<file path="src/rtl/fifo_controller.sv">
// fifo_controller
// Sequencer and arbiter for the capture FIFO. Converts writer/reader
// request traffic into single-cycle push/pop strobes, tracks occupancy,
// and drives the FIFO clear/enable pins for frame start and stop.
//
// Ports:
//   clock, reset_n        system clock (rising edge), async active-low reset
//   start, stop           frame control pulses (start wins if both)
//   wr_req/wr_data/wr_ack writer handshake, wr_ack is a one-cycle pulse
//   rd_req/rd_data/rd_valid reader handshake, rd_valid is a one-cycle pulse
//   level, full, empty    registered occupancy
//   busy                  controller is not OFF
//   fifo_enable, fifo_clear, fifo_push, fifo_pop, fifo_in_data  to FIFO
//   fifo_out_data         from FIFO
//
// State table:
//   ST_OFF   | disabled, requests ignored, waits for start
//   ST_CLEAR | fifo_clear held for CLEAR_CYCLES cycles
//   ST_IDLE  | enabled, arbitrating, nothing granted last cycle
//   ST_PUSH  | push strobe high, wr_ack high
//   ST_POP   | pop strobe high
//   ST_GAP   | strobes low after an operation, arbitrating, rd_valid after pop
module fifo_controller #(
  parameter int FIFO_SIZE    = 8,
  parameter int DATA_WIDTH   = 32,
  parameter int CLEAR_CYCLES = 2
) (
  input  logic                           clock,
  input  logic                           reset_n,
  input  logic                           start,
  input  logic                           stop,
  input  logic                           wr_req,
  input  logic [DATA_WIDTH-1:0]          wr_data,
  output logic                           wr_ack,
  input  logic                           rd_req,
  output logic [DATA_WIDTH-1:0]          rd_data,
  output logic                           rd_valid,
  output logic [$clog2(FIFO_SIZE+1)-1:0] level,
  output logic                           full,
  output logic                           empty,
  output logic                           busy,
  output logic                           fifo_enable,
  output logic                           fifo_clear,
  output logic                           fifo_push,
  output logic                           fifo_pop,
  output logic [DATA_WIDTH-1:0]          fifo_in_data,
  input  logic [DATA_WIDTH-1:0]          fifo_out_data
);

  localparam int LW = $clog2(FIFO_SIZE + 1);
  localparam int CW = $clog2(CLEAR_CYCLES + 1);
  localparam logic [CW-1:0] CLR_LOAD = CW'(CLEAR_CYCLES - 1);
  localparam logic [LW-1:0] LVL_MAX  = LW'(FIFO_SIZE);

  typedef enum logic [2:0] {
    ST_OFF,
    ST_CLEAR,
    ST_IDLE,
    ST_PUSH,
    ST_POP,
    ST_GAP
  } state_t;

  state_t          state, state_nxt;
  logic [CW-1:0]   clr_cnt;
  logic            stop_pend;
  logic            last_grant_push;
  logic            push_ok, pop_ok, grant_push, grant_pop;
  logic [LW-1:0]   level_nxt;

  assign push_ok    = wr_req && !full;
  assign pop_ok     = rd_req && !empty;
  // On a tie the side that did not win last time goes first.
  assign grant_push = push_ok && (!pop_ok || !last_grant_push);
  assign grant_pop  = pop_ok && !grant_push;

  always_comb begin
    state_nxt = state;
    case (state)
      ST_OFF: begin
        if (start) state_nxt = ST_CLEAR;
      end
      ST_CLEAR: begin
        if (start)             state_nxt = ST_CLEAR;
        else if (clr_cnt == '0) state_nxt = ST_IDLE;
      end
      ST_IDLE, ST_GAP: begin
        if (start)                  state_nxt = ST_CLEAR;
        else if (stop || stop_pend) state_nxt = ST_OFF;
        else if (grant_push)        state_nxt = ST_PUSH;
        else if (grant_pop)         state_nxt = ST_POP;
        else                        state_nxt = ST_IDLE;
      end
      ST_PUSH, ST_POP: begin
        state_nxt = start ? ST_CLEAR : ST_GAP;
      end
      default: state_nxt = ST_OFF;
    endcase
  end

  always_comb begin
    level_nxt = level;
    if (state_nxt == ST_CLEAR)  level_nxt = '0;
    else if (state == ST_PUSH)  level_nxt = level + LW'(1);
    else if (state == ST_POP)   level_nxt = level - LW'(1);
  end

  always_ff @(posedge clock or negedge reset_n) begin
    if (!reset_n) begin
      state           <= ST_OFF;
      clr_cnt         <= '0;
      stop_pend       <= 1'b0;
      last_grant_push <= 1'b0;
      level           <= '0;
      full            <= 1'b0;
      empty           <= 1'b1;
      rd_data         <= '0;
      rd_valid        <= 1'b0;
      wr_ack          <= 1'b0;
      fifo_push       <= 1'b0;
      fifo_pop        <= 1'b0;
      fifo_in_data    <= '0;
      fifo_clear      <= 1'b0;
      fifo_enable     <= 1'b0;
      busy            <= 1'b0;
    end else begin
      state <= state_nxt;

      // Reload on entry and on a repeated start; count down while clearing.
      if (state_nxt == ST_CLEAR && (state != ST_CLEAR || start))
        clr_cnt <= CLR_LOAD;
      else if (state == ST_CLEAR && clr_cnt != '0)
        clr_cnt <= clr_cnt - CW'(1);

      // A stop seen mid-operation is held until the following GAP.
      if (state_nxt == ST_OFF || state_nxt == ST_CLEAR)
        stop_pend <= 1'b0;
      else if ((state == ST_PUSH || state == ST_POP) && stop)
        stop_pend <= 1'b1;

      if (state_nxt == ST_PUSH)     last_grant_push <= 1'b1;
      else if (state_nxt == ST_POP) last_grant_push <= 1'b0;

      level <= level_nxt;
      full  <= (level_nxt == LVL_MAX);
      empty <= (level_nxt == '0);

      // A pop that completes as start arrives still delivers its word with
      // rd_valid; otherwise entering CLEAR zeroes the read register.
      if (state == ST_POP)
        rd_data <= fifo_out_data;
      else if (state_nxt == ST_CLEAR && state != ST_CLEAR)
        rd_data <= '0;
      rd_valid <= (state == ST_POP);

      wr_ack    <= (state_nxt == ST_PUSH);
      fifo_push <= (state_nxt == ST_PUSH);
      fifo_pop  <= (state_nxt == ST_POP);
      if (state_nxt == ST_PUSH) fifo_in_data <= wr_data;

      fifo_clear  <= (state_nxt == ST_CLEAR);
      fifo_enable <= (state_nxt == ST_IDLE) || (state_nxt == ST_PUSH) ||
                     (state_nxt == ST_POP)  || (state_nxt == ST_GAP);
      busy        <= (state_nxt != ST_OFF);
    end
  end

endmodule

</file>
<file path="config.mk">
export PLATFORM = sky130hd
export DESIGN_NAME = fifo_controller
export DESIGN_NICKNAME = d
export VERILOG_FILES = /design/src/rtl/fifo_controller.sv
export SDC_FILE = /design/constraint.sdc
export NUM_CORES = 1
export LEC_CHECK = 0
export BUFFER_PORTS_ARGS = -buffer_cell sky130_fd_sc_hd__buf_4
export CORE_MARGIN = 8
export CORE_UTILIZATION = 48
export CTS_BUF_LIST = sky130_fd_sc_hd__clkbuf_8 sky130_fd_sc_hd__clkbuf_16
export CTS_CLUSTER_DIAMETER = 200
export DETAILED_ROUTE_END_ITERATION = 8
export PLACE_DENSITY = 0.86
export SYNTH_ARGS = -nofsm -noshare
export SYNTH_HDL_FRONTEND = slang
export SYNTH_SLANG_ARGS = --single-unit
</file>
<file path="constraint.sdc">
create_clock -name clock -period 2.4 [get_ports clock]
set_input_delay 0.24 -clock clock [delete_from_list [all_inputs] [get_ports clock]]
set_output_delay 0.24 -clock clock [all_outputs]
set_load 0.005 [all_outputs]
</file>
==> results.md <==
* Total chip power at about 4700 uW
* Average wire per standard cell at 17.5 um
* Initial antenna violation count at 0
* Crit path required time at about 2.6 ns
* Comb pwr share at 0.330
* Layout cells sized above 1 at 0.528
* IO Port Bufs at between 100 and 150
* Final WL at about 8600 um
* First-pass GRT wire length at ~13000 um
* Gr ovfl total at 0
* Worst Path Max Fanout at 33
* Clock Latency Late Sink at about 0.34 ns
* Layer with the highest usage: met2
* Final clock skew at approximately 0.014 ns
* Syn_nets at approximately 320
* # rows at 31
* WS Path Type: reg2reg
* # IOs at roughly 150
* Via density per instance at roughly 5.1
* Routability cong. at roughly 0.80
* Post-DP HPWL at ~6400 um
* Number of DRC markers in iteration 0 at roughly 150
* Cells after Synth at approximately 240
* Final Hold Viols at 0
* Post-CTS setup buffer count at 0
* Largest net degree at the start of global routing at 84
* Register area share after synthesis at 0.596
* Final worst path period share at 0.888
* Final critical-path required period at ~2.1 ns
* Reg2Reg Depth at 6
* Die Ht at ~100 um
* Fmax at ~470 MHz
* Tot GR Track Use at 0.164
* Utilization after layout at 0.683
* P per Cell Area at 962 mW/mm2
* Synth-to-layout area growth at 39.6%
* Slew @ Worst Pin at 1.01 ns
* Sequential share of power at 0.435
* Synth unique cells at 47
* Switch Pwr at ~1400 uW
* Peak supply drop at around 0.39 mV
* Antenna cells at 0
* LEAKAGE at 0.00258 uW
* Hold buffer count at cts at 0
* Cts repair resizes at 0
* Placed Instances at approximately 480
* Max_cap viols at 0
* Initial Util at 0.489
* CTS tree: built
* Met1 Use GR at 0.205
* # fillers at 541
* Die W at 101 um
* CP Launch Type: register
* CTS Buffer Depth at 2
* HP Class: in2async
* Mapped Avg Cell Area at 14.3 um2
* Remaining DRCs at 0
* Dpl cell area at 0.00465 mm2
* Synth Register Bits at between 80 and 90
* Worst-path clk slew at about 0.08 ns
* Fin cells at about 490
* Switching share of power at 0.292
* Setup TNS at 0 ns
* Num CTS Buffers at 9
* Slew Limit Fails at 0
* Worst slew margin at 0.328
* Clk sinks at 83
* Mapped Area at roughly 0.0035 mm2
* Total die area at 0.0103 mm2
* Int Power at about 3300 uW
* Htree depth at 3
* Fin area at ~0.0049 mm2
* GR Layer Usage met3 at 0.0467
* Layout Nets at approximately 460
* Worst setup EP type: register
* Routed Antenna Nets at 0
* Clock network power share at 0.235
* Vias at 2523
* Met2 usage at 0.268
* DR pass1 iterations at 4
* RSZ-0062 raised after global routing: false
* Vias in the first global route at 2714
* Finish-stage setup viols at 0
* Critical Path AT at ~2.4 ns
* Synth warn at 0
* Core area at 0.00714 mm2
* Outcome: complete, no violations
* Root Buffer: clkbuf_8
[path summary, 6_finish.rpt]
path                                   start              end  slack [ns]
setup reg to reg                    state[2]  fifo_in_data[1]        0.27
max in group asynchronous            reset_n         fifo_pop        1.68
min in group clock         fifo_out_data[17]      rd_data[17]        0.11
hold / removal                       reset_n        stop_pend        0.06
setup / recovery                    state[2]  fifo_in_data[1]        0.27
hold reg to reg                   rd_data[7]       rd_data[7]        0.51
[worst max-delay path, cell delays in order (launching register included)]
cell and delay [ns]:
dfrtp_1 0.60, nor2b_1 0.14, a211oi_2 0.32, a21oi_2 0.11, o21ai_4 0.20, buf_12 0.26
mux2_2 0.37
[registers in the layout (all words and copies together) (netlist names)]
name and count:
stop_pend 1, clr_cnt 2, fifo_push 1, busy 1
last_grant_push 1, rd_valid 1, state 3, level 4
fifo_in_data 32, fifo_clear 1, rd_data 32, full 1
empty 1, fifo_enable 1, fifo_pop 1
[cell usage in the layout (no fill, tap or decap), types with 5 or more instances in the layout]
| cell type | Yosys | routed |
|---|---|---|
| clkbuf_8 | 0 | 9 |
| mux2_4 | 29 | 29 |
| nor2_1 | 10 | 10 |
| buf_4 | 2 | 148 |
| nand2b_1 | 6 | 6 |
| o21ai_0 | 6 | 6 |
| dfrtp_1 | 82 | 82 |
| a22o_1 | 33 | 33 |
| nor2b_1 | 6 | 6 |
| inv_1 | 5 | 5 |
[power by group through the flow]
stage	logic (uW)	registers [uW]	clock network [uW]
after floorplan	775	2030	0
after global placement	1520	2040	0
after detailed placement	1570	2060	0
after CTS	1570	2040	1130
after global routing	1680	2090	1190
final	1550	2040	1100
[per-layer routing]
layer  share of wire  wire, um
met1            0.42      3630
met2            0.49      4200
met3           0.082       703
met4          0.0095        82
met5               0         0
[Yosys cell counts, drive strengths merged]
master  number  area share
dfrtp       82        0.59
a22o        33       0.083
mux2        32        0.13
nor2        10       0.011
clkbuf       9       0.010
o21ai        8       0.018
buf          6       0.017
inv          6      0.0065
nand2b       6       0.011
nor2b        6       0.011
a21oi        5      0.0083
nand2        4      0.0043
a211oi       3      0.0079
ha           3       0.011
xnor2        3      0.0075
a21o         2      0.0043
a31oi        2      0.0036
and3b        2      0.0050
nor3         2      0.0061
nor3b        2      0.0057
a22oi        1      0.0022
a311oi       1      0.0043
a32oi        1      0.0025
and2         1      0.0018
dfstp        1      0.0075
nand3        1      0.0014
nand3b       1      0.0022
nor4         1      0.0018
o211ai       1      0.0022
o21a         1      0.0022
o21bai       1      0.0022
o221a        1      0.0032
o22ai        1      0.0018
o31ai        1      0.0022
or3          1      0.0018
or3b         1      0.0025
or4b         1      0.0029
xor2         1      0.0025
[stage by stage]
stage                     setup WS, ns  hold WS [ns]
after detailed placement         0.281         0.470
after CTS                        0.266        0.0997
after global routing             0.155        0.0942
final                            0.269        0.0601
after floorplan                  0.580       -0.0556
after global placement           0.394         0.463
[final cells by class]
type                    instances  area [um2]  share of cell area
well taps                      99         124              0.0254
clock inverters                 7        98.8              0.0203
flip-flops and latches         83        2080               0.427
clock buffers                   9         124              0.0254
inverters                       6        22.5             0.00462
repair buffers                149        1130               0.232
multi-input cells             140        1290               0.265
[logic make-up after synthesis]
kind of cell,count (synthesis),share of synthesized area
mux,32,0.135
buf+inv,21,0.0337
compound gates,62,0.147
simple gates,39,0.0678
fa+ha+maj,3,0.0108
xor+xnor,4,0.0100
flops,83,0.596
No activity file was read; power rests on OpenSTA's default activity.
